===== src/rtl/vrased_nregion_guard.sv =====
// vrased_nregion_guard: NREG-region access guard with SMEM atomicity FSM and stretched violation reset.
// Define VRASED_CAUSE_LOG_EN to keep the viol_cause/viol_cnt telemetry registers; otherwise both read 0.
module vrased_nregion_guard #(
  parameter int                 NREG        = 2,
  parameter logic [NREG*16-1:0] REG_BASE    = {16'h0400, 16'h6A00},
  parameter logic [NREG*16-1:0] REG_SIZE    = {16'h0C00, 16'h0020},
  parameter logic [NREG-1:0]    REG_RD_PROT = 2'b01,
  parameter logic [15:0]        SMEM_BASE   = 16'hA000,
  parameter logic [15:0]        SMEM_SIZE   = 16'h4000,
  parameter logic [15:0]        SMEM_ENTRY  = 16'hA000,
  parameter logic [15:0]        SMEM_EXIT   = 16'hDFFE,
  parameter int                 RST_HOLD    = 4
) (
  input  logic           clk,
  input  logic           reset_n,
  input  logic [15:0]    pc,
  input  logic           data_en,
  input  logic           data_wr,
  input  logic [15:0]    data_addr,
  input  logic           dma_en,
  input  logic [15:0]    dma_addr,
  input  logic           irq,
  output logic           reset,
  output logic [NREG+3:0] viol_cause,
  output logic [7:0]     viol_cnt
);
  typedef enum logic [1:0] {RUN, TRUSTED, HOLD} state_t;
  localparam logic [16:0] SB = {1'b0, SMEM_BASE};
  localparam logic [16:0] SE = SB + {1'b0, SMEM_SIZE};
  state_t state, nstate;
  logic [7:0] hold_cnt;
  logic [15:0] prev_pc;
  logic [NREG-1:0] cpu_hit, dma_hit;
  logic [NREG+3:0] cause;
  logic in_smem, viol;
  // 17-bit compares so a region ending at 0xFFFF does not wrap to zero
  for (genvar i = 0; i < NREG; i++) begin : g_reg
    localparam logic [16:0] B = {1'b0, REG_BASE[16*i +: 16]};
    localparam logic [16:0] E = B + {1'b0, REG_SIZE[16*i +: 16]};
    localparam bit NZ = REG_SIZE[16*i +: 16] != 16'd0;
    assign cpu_hit[i] = NZ && {1'b0, data_addr} >= B && {1'b0, data_addr} < E;
    assign dma_hit[i] = NZ && {1'b0, dma_addr} >= B && {1'b0, dma_addr} < E;
  end
  assign in_smem = {1'b0, pc} >= SB && {1'b0, pc} < SE;
  assign viol = |cause;
  always_ff @(posedge clk or negedge reset_n)
    if (!reset_n) begin
      state <= RUN;
      hold_cnt <= '0;
      prev_pc <= '0;
      reset <= 1'b0;
    end else begin
      state <= nstate;
      reset <= nstate == HOLD;
      hold_cnt <= viol ? 8'(RST_HOLD - 1) : (state == HOLD && hold_cnt != 8'd0) ? hold_cnt - 8'd1 : hold_cnt;
      prev_pc <= state == HOLD ? '0 : pc;
    end
  always_comb
    nstate = viol ? HOLD :
             (state == RUN && pc == SMEM_ENTRY) ? TRUSTED :
             (state == TRUSTED && !in_smem) ? RUN :
             (state == HOLD && hold_cnt == 8'd0) ? RUN : state;
  // HOLD masks every cause so late violations neither count nor extend the pulse
  always_comb begin
    cause = '0;
    cause[NREG-1:0] = cpu_hit & {NREG{data_en}} & ({NREG{data_wr}} | REG_RD_PROT) & {NREG{!(state == TRUSTED && in_smem)}};
    cause[NREG] = dma_en && |dma_hit;
    cause[NREG+1] = state == RUN && in_smem && pc != SMEM_ENTRY;
    cause[NREG+2] = state == TRUSTED && !in_smem && prev_pc != SMEM_EXIT;
    cause[NREG+3] = state == TRUSTED && (irq || dma_en);
    cause = state == HOLD ? '0 : cause;
  end
`ifdef VRASED_CAUSE_LOG_EN
  always_ff @(posedge clk or negedge reset_n)
    if (!reset_n) begin
      viol_cause <= '0;
      viol_cnt <= '0;
    end else if (viol) begin
      viol_cause <= cause;
      viol_cnt <= viol_cnt + {7'd0, viol_cnt != 8'hFF};
    end
`else
  assign viol_cause = '0;
  assign viol_cnt = '0;
`endif
endmodule

===== config.mk =====
export PLATFORM = sky130hd
export DESIGN_NAME = vrased_nregion_guard
export DESIGN_NICKNAME = d
export VERILOG_FILES = /design/src/rtl/vrased_nregion_guard.sv
export SDC_FILE = /design/constraint.sdc
export NUM_CORES = 1
export LEC_CHECK = 0
export CORE_MARGIN = 2
export CORE_UTILIZATION = 44
export DETAILED_ROUTE_END_ITERATION = 7
export GPL_ROUTABILITY_DRIVEN = 0
export PLACE_DENSITY = 0.85
export SYNTH_ARGS = -nofsm -noshare
export SYNTH_HDL_FRONTEND = slang
export SYNTH_SLANG_ARGS = --single-unit

===== constraint.sdc =====
create_clock -name clk -period 4.9 [get_ports clk]
set_input_delay 0.49 -clock clk [delete_from_list [all_inputs] [get_ports clk]]
set_output_delay 0.49 -clock clk [all_outputs]
set_load 0.005 [all_outputs]

==> flow_summary.toml, run 1 <==
[cts]
ctsResizeCount = 0
clockRootBuffer = "clkbuf_4"
cts_tree = "yes"
clk_pin_slew_ns = 0.15
cts_setup_buffers = 0
hold_buffers = 0
htree_levels = 1
clock_path_buffers = 2
clock_latency_ns = 0.34
cts.sink_count = 27
cts_buffers = 3

[yosys]
synth_commonest_cells = "dfrtp_1, and2_1, buf_4, nor2_1, nor4_1"
synthAdderAreaFrac = 0.00842
yosysMostFrequentCell = "dfrtp_1"
synth_area_leader_cell = "dfrtp_1"
synth_top_family_by_area = "simple AND/OR/NAND/NOR gates"
yosys.area_share.simple = 0.289
avgSynthCellArea_um2 = 10.4
muxShareOfSynthArea = 0.0210
synth_area_leaders = "dfrtp_1, buf_4, and2_1, nor4b_1, nor4_1"
synth_compound_area_frac = 0.104
synth_cells = 143
synth_area_um2 = 1490
synth_cell_types = 42
netlist.area_leader.share = 0.455
ys_warn_count = 0
synthXorXnorAreaFrac = 0.0177
ys_ff_latch = 27
ys_seq_area_frac = 0.455
synthArstFlopShare = 1.00
synth_edf_count = 0
ys.flop_type = "dfrtp_1"

[die]
die_w_um = 62.1
core_area_um2 = 3280
die_area_um2 = 3860
initial_core_util = 0.453
die-height_um = 62.1
pin_count = 69
num_rows = 21

[sta]
hold_viol = 0
fin_crit_ns = 2.36
rsz0062_at_grt = "false"
finalCritPeriodShare = 0.481
drv_slew = 0
tightestPinTransition_ns = 1.17
hold_slack_ns = 0.623
clock_skew_ns = 0.00757
slew_headroom = 0.216
setup-violations-final = 0
finalSetupTns_ns = 0
max_freq_mhz = 424
setup_slack_ns = 2.54

[setup_path]
regToRegSetupSlack_ns = 2.54
critPathMaxFanout = 6
required_ns = 5.13
critical_path_class = "reg -> reg"
slowest_delay_ns = 0.50
r2r_start = "hold_cnt[0]"
cp-start-kind = "flop"
worst_path_max_delay_cell = "nor4b_1"
r2r_cells = 6
crit_buf_inv = 1
end_kind = "flop"
crit_family = "simple AND/OR/NAND/NOR gates"
arrival_ns = 2.59
crit_chain = "inv_1 > ha_1 > nor4b_1 > a21oi_1 > mux2_2 > or4b_1"
reg2reg_to = "hold_cnt[1]"

[place]
dp_slack_ns = 2.30
dpl.hpwl_um = 2580
port_buffers = 44
placed_cells = 227

[drt]
vias = 1201
first_iter_violations = 29
wirelength_um = 3310
drt_pre_antenna_iters = 4
drc = 0
wire_per_inst_um = 14.3
drtAntennaViolNets = 0
viasPerCell = 5.20

[final_layout]
area_delta_synth_final_pct = 30.1
layout.nets = 241
fin_cells = 231
antennaDiodeCount = 0
fillers = 290
drive_above_1_share = 0.0486
fin_util = 0.589

[worst_hold_path]
min_to = "hold_cnt[4]"
hold_class = "reg -> reg"
hold_start = "hold_cnt[4]"
min_delay_path_depth = 2

[grt]
antenna_found_initial = 0
grt_pass1_vias = 1296
grt_max_degree = 28
gr-total-overflow = 0
grt_use_total = 0.185
grt_pass1_wl_um = 5730

[power]
vdd_drop_max_uv = 145
leakagePower_nw = 0.818
p_per_area_nw_per_um2 = 387

[job]
cap_viol_max_count = 0

[status]
status = "finished, final reports clean"
-- routing by layer --
metal,track usage,up-vias,share of wire
li1,-,582,-
met1,0.197,571,0.39
met2,0.345,43,0.52
met3,0.0489,5,0.072
met4,0.0750,0,0.018
met5,0,-,0
-- logic make-up (layout without fill, tap and decap cells) --
kind of cell	after synthesis	in the layout
AND/OR/NAND/NOR	63	63
flip-flops	27	27
buffers and inverters	25	54
AO/OA/AOI/OAI	20	20
XOR/XNOR	3	3
multiplexers	3	3
adder cells (fa/ha/maj)	1	1
other	1	14
-- tightest hold or removal path, stage by stage (launching register included) --
cell and delay, ns:
dfrtp_1 0.43, xnor2_1 0.14, nor4_1 0.05
-- flip-flops by register name, indices dropped and copies added (netlist names) --
name / cells
reset: 1
hold_cnt: 8
state: 2
prev_pc: 16
-- cells in the final DEF, fill, tap and decap left out, types with 3 or more instances in the layout --
master            n
nor2_1            7
dfrtp_1          27
a21oi_1           5
clkbuf_4          3
o41ai_1           4
nor4_1            7
clkdlybuf4s50_1  44
conb_1           14
nand4_1           3
nand4b_1          3
nor4b_1           6
nand2b_1          3
inv_1             6
and2_1           16
-- worst max path at each step --
stage	start	to	slack, ns	cells past startpoint
after global placement	pc[15]	reset	2.38	5
after floorplan	hold_cnt[0]	hold_cnt[1]	2.89	6
final	hold_cnt[0]	hold_cnt[1]	2.54	6
after CTS	hold_cnt[0]	hold_cnt[1]	2.55	6
after global routing	hold_cnt[0]	hold_cnt[1]	2.39	6
after detailed placement	pc[0]	hold_cnt[1]	2.30	5
-- report_power, final --
| part | switching [mW] | internal, mW |
|---|---|---|
| logic | 0.138 | 0.164 |
| clock network | 0.0720 | 0.0335 |
| registers | 0.0500 | 0.290 |
| total | 0.260 | 0.488 |
-- cell type report --
| type | instances | area [um2] | area share |
|---|---|---|---|
| Multi-Input combinational cell | 104 | 706 | 0.365 |
| Sequential cell | 27 | 676 | 0.350 |
| Timing Repair Buffer | 44 | 440 | 0.228 |
| Tap cell | 46 | 57.6 | 0.0298 |
| Clock buffer | 3 | 22.5 | 0.0117 |
| Inverter | 6 | 22.5 | 0.0117 |
| Clock inverter | 1 | 8.76 | 0.00453 |
-- metrics by stage --
stage               power, mW  cell area (um2)
detailed placement      0.649             1900
finish                  0.748             1930
CTS                     0.752             1930
global placement        0.622             1900
global route            0.806             1930
floorplan               0.556             1540
Note: power is estimated with default switching activity, not from simulation.
==> inputs of run 2 (changes only) <==
--- a/config.mk
+++ b/config.mk
@@ -6,10 +6,10 @@
 export NUM_CORES = 1
 export LEC_CHECK = 0
 export CORE_MARGIN = 2
-export CORE_UTILIZATION = 44
+export CORE_UTILIZATION = 37
 export DETAILED_ROUTE_END_ITERATION = 7
 export GPL_ROUTABILITY_DRIVEN = 0
-export PLACE_DENSITY = 0.85
+export PLACE_DENSITY = 0.76
 export SYNTH_ARGS = -nofsm -noshare
 export SYNTH_HDL_FRONTEND = slang
 export SYNTH_SLANG_ARGS = --single-unit
==> constraint.sdc (replaced) <==
create_clock -name clk -period 2.09 [get_ports clk]
set_input_delay 0.209 -clock clk [delete_from_list [all_inputs] [get_ports clk]]
set_output_delay 0.209 -clock clk [all_outputs]
set_load 0.005 [all_outputs]
==> run 2 against run 1 <==
Compared with the run above:
- core utilization down 6.3 points
- combinational power rose to 2.8 times the previous value
- critical endpoint is now hold_cnt[0]
- sequential power up 130%
- critical path depth down 2
==> flow_summary.toml, run 2 (synthesis gave the netlist of run 1 again) <==
[die]
die-height_um = 67.4
die_area_um2 = 4540
num_rows = 23
die_w_um = 67.4
core_area_um2 = 3940
pin_count = 69
initial_core_util = 0.377

[sta]
clock_skew_ns = 0.00694
hold_viol = 0
fin_crit_ns = 1.98
hold_slack_ns = 0.286
finalCritPeriodShare = 0.948
max_freq_mhz = 505
rsz0062_at_grt = "true"
setup-violations-final = 0
finalSetupTns_ns = 0
drv_slew = 0

[cts]
hold_buffers = 0
cts_buffers = 3
htree_levels = 1
cts_tree = "yes"
cts.sink_count = 27
clockRootBuffer = "clkbuf_8"
clock_latency_ns = 0.28
cts_setup_buffers = 0
clock_path_buffers = 2
clk_pin_slew_ns = 0.10

[grt]
grt_pass1_vias = 1224
grt_use_total = 0.148
grt_pass1_wl_um = 5040
grt_max_degree = 28
antenna_found_initial = 0
gr-total-overflow = 0

[power]
vdd_drop_max_uv = 399
p_per_area_nw_per_um2 = 931
leakagePower_nw = 0.900

[setup_path]
critPathMaxFanout = 5
end_kind = "flop"
arrival_ns = 2.14
critical_path_class = "reg -> reg"
required_ns = 2.25
cp-start-kind = "flop"
regToRegSetupSlack_ns = 0.11

[place]
port_buffers = 44
dpl.hpwl_um = 2490

[final_layout]
top_register = "prev_pc"
final_common_cell = "clkdlybuf4s50_1"
largest_reg_flops = 16
reg_top3 = "prev_pc (16), hold_cnt (8), state (2)"
drive_above_1_share = 0.126
area_delta_synth_final_pct = 39.5
antennaDiodeCount = 0
layout_common_cells = "clkdlybuf4s50_1, dfrtp_1, and2_1"
layout.nets = 255

[drt]
drc = 0
drt_pre_antenna_iters = 4
wirelength_um = 3110
viasPerCell = 4.95
first_iter_violations = 26
vias = 1233
wire_per_inst_um = 12.5
drtAntennaViolNets = 0

[worst_hold_path]
hold_class = "in -> async"

[job]
cap_viol_max_count = 0

[status]
status = "finished, final reports clean"
[run 2: cell count changes in the layout (fill, tap and decap cells not counted), sizes merged]
cell,before,now
buf,0,14
[run 2: cell type report]
cell class                      instances  area (um2)
Clock inverter                          1        8.76
Fill cell                             359        1870
Timing Repair Buffer                   58         546
Inverter                                6        22.5
Tap cell                               50        62.6
Multi-Input combinational cell        104         717
Clock buffer                            3        41.3
Sequential cell                        27         676
[run 2: per-stage QoR]
stage               cell area (um2)  power, mW  worst slack [ns]  instances  utilization
floorplan                      1540       1.30            0.0821        156            -
global placement               2010       1.60           -0.0734        245        0.510
CTS                            2060       1.94            0.0947        249        0.523
detailed placement             2010       1.62           -0.0873        245        0.510
finish                         2070       1.93             0.108        249        0.526
global route                   2070       2.08          0.000367        249        0.526
[run 2: worst max-delay path, cell delays in order (launching register included)]
cell      delay [ns]
dfrtp_1         0.37
nand4b_1        0.18
or4_1           0.49
a22o_1          0.28
or4_4           0.55
[run 2: metal layers]
layer	part of all wire	GRT usage	vias to the layer above
met1	0.42	0.165	576
li1	-	-	612
met4	0.015	0.0612	0
met3	0.086	0.0267	4
met2	0.48	0.274	41
met5	0	0	-
[run 2: path summary, 6_finish.rpt]
| path | end | cells after the start | start |
|---|---|---|---|
| worst max register to register | hold_cnt[0] | 4 | prev_pc[0] |
| max in group asynchronous | prev_pc[9] | 2 | reset_n |
| worst min register to register | hold_cnt[4] | 2 | hold_cnt[4] |
| worst max-delay path | hold_cnt[0] | 4 | prev_pc[0] |
| worst min-delay path | hold_cnt[4] | 2 | reset_n |
| min in group clk | prev_pc[2] | 2 | pc[2] |
[run 2: what timing repair did]
| action | in CTS | in global routing |
|---|---|---|
| setup endpoints to repair | 0 | 2 |
| hold endpoints to repair | 0 | 0 |
| gates resized for setup | 0 | 2 |
[run 2: report_power, final]
part | total, mW | leakage [nW] | switching [mW] | internal (mW)
clock | 0.308 | 0.0261 | 0.168 | 0.140
sequential | 0.785 | 0.350 | 0.104 | 0.681
combinational | 0.838 | 0.524 | 0.349 | 0.490
==> inputs of run 3 (changes only) <==
--- a/config.mk
+++ b/config.mk
@@ -5,7 +5,6 @@
 export SDC_FILE = /design/constraint.sdc
 export NUM_CORES = 1
 export LEC_CHECK = 0
-export CORE_MARGIN = 2
 export CORE_UTILIZATION = 37
 export DETAILED_ROUTE_END_ITERATION = 7
 export GPL_ROUTABILITY_DRIVEN = 0
==> run 3 against run 2 <==
Compared with the run above:
- routed wire length rose by 6.6%
- largest power group unchanged
- sequential share of layout area rose by 0.50 points
- critical path type unchanged
- maximum frequency fell by 1.8%
- core utilization is 2.0 points higher
- highest routed layer unchanged
- power down 1.2%
- critical path depth up 2
- first-iteration DRC count shrank 31%
==> flow_summary.toml, run 3 (synthesis gave the netlist of run 1 again) <==
[status]
status = "finished, final reports clean"

[place]
dpl_cell_area_um2 = 1980
dp_slack_ns = -0.0673
port_buffers = 44
dpl.hpwl_um = 2520

[drt]
first_iter_violations = 18
drtAntennaViolNets = 0
drc = 0
drt_pre_antenna_iters = 4
wirelength_um = 3320
viasPerCell = 5.11
wire_per_inst_um = 13.7
vias = 1241

[grt]
use_met3 = 0.0347
grt_pass1_wl_um = 5400
grt.busiest_layer = "met2"
gr-total-overflow = 0
grt_max_degree = 28
grtUsageMet1 = 0.192
antenna_found_initial = 0
grt_use_total = 0.164
grt_pass1_vias = 1291
grt.met2_usage = 0.295

[sta]
setup-violations-final = 0
fin_crit_ns = 2.02
max_freq_mhz = 496
hold_slack_ns = 0.295
setup_slack_ns = 0.0721
finalSetupTns_ns = 0
finalCritPeriodShare = 0.965
clock_skew_ns = 0.00336
hold_viol = 0
drv_slew = 0

[cts]
clockRootBuffer = "clkbuf_8"
htree_levels = 1
cts_tree = "yes"
clock_path_buffers = 2
cts.sink_count = 27
cts_setup_buffers = 0
hold_buffers = 0
cts_buffers = 3
clock_latency_ns = 0.28
clk_pin_slew_ns = 0.10

[final_layout]
layout.nets = 251
drive_above_1_share = 0.108
reg_top3 = "prev_pc (16), hold_cnt (8), state (2)"
layout_common_cells = "clkdlybuf4s50_1, dfrtp_1, and2_1"
top_register = "prev_pc"
area_delta_synth_final_pct = 37.4
antennaDiodeCount = 0
postLayoutCellArea_um2 = 2040
largest_reg_flops = 16
fin_util = 0.545
final_common_cell = "clkdlybuf4s50_1"
fillers = 337

[setup_path]
reg2reg_to = "hold_cnt[4]"
end_kind = "flop"
r2r_start = "hold_cnt[0]"
crit_chain = "inv_1 > ha_1 > or4bb_1 > a211oi_1 > xnor2_1 > nor4_1"
critical_path_class = "reg -> reg"
crit_buf_inv = 1
cp-start-kind = "flop"
crit_family = "simple AND/OR/NAND/NOR gates"
arrival_ns = 2.19
slowest_delay_ns = 0.56
r2r_cells = 6
regToRegSetupSlack_ns = 0.07
critPathMaxFanout = 4
required_ns = 2.26
worst_path_max_delay_cell = "or4bb_1"

[die]
initial_core_util = 0.397
num_rows = 22
die_area_um2 = 4270
die-height_um = 65.4
pin_count = 69
die_w_um = 65.4
core_area_um2 = 3740

[power]
p_per_area_nw_per_um2 = 934
leakagePower_nw = 0.880
vdd_drop_max_uv = 437

[job]
cap_viol_max_count = 0

[worst_hold_path]
hold_class = "in -> async"
## run 3: timing repair
| action | in CTS | in global routing |
|---|---|---|
| hold endpoints to repair | 0 | 0 |
| endpoints found under the setup margin | 0 | 3 |
| gates resized for setup | 0 | 2 |
## run 3: worst reg2reg max path: cells and delay by family, from the launching register on
kind / cells / cell delay, ns
fa+ha+maj: 1 / 0.22
flops: 1 / 0.40
buf+inv: 1 / 0.10
simple gates: 2 / 0.76
xor+xnor: 1 / 0.10
compound gates: 1 / 0.34
## run 3: how the worst max path moves through the flow
stage                     start          end  slack [ns]  cells after the start
finish              hold_cnt[0]  hold_cnt[4]        0.07                      6
global route           state[0]  hold_cnt[5]      -0.006                      3
CTS                 hold_cnt[0]  hold_cnt[1]        0.04                      6
detailed placement        pc[0]  hold_cnt[1]       -0.07                      5
global placement          pc[0]        reset       -0.05                      5
floorplan           hold_cnt[0]  hold_cnt[1]        0.08                      6
## run 3: cell type report
type                    count  area, um2  share of cell area
multi-input cells         104        718               0.352
inverters                   6       22.5              0.0110
clock buffers               3       41.3              0.0202
well taps                  48       60.1              0.0294
flip-flops and latches     27        676               0.331
clock inverters             1       8.76             0.00429
repair buffers             54        515               0.252
## run 3: through the flow
step / total power, mW / cells
after global routing: 2.05 / 243
after CTS: 1.90 / 243
after floorplan: 1.30 / 156
final: 1.91 / 243
after detailed placement: 1.58 / 239
after global placement: 1.55 / 239
## run 3: power by group
| group | switching (mW) | leakage [nW] | internal (mW) | total (mW) |
|---|---|---|---|---|
| registers | 0.113 | 0.350 | 0.681 | 0.794 |
| logic | 0.356 | 0.504 | 0.445 | 0.801 |
| clock network | 0.173 | 0.0261 | 0.140 | 0.313 |
## run 3: routing by layer
metal	routed length, um	vias to the layer above	share of wire
met2	1590	43	0.48
met1	1430	592	0.43
met3	252	4	0.076
li1	-	602	-
met4	40	0	0.012
met5	0	-	0
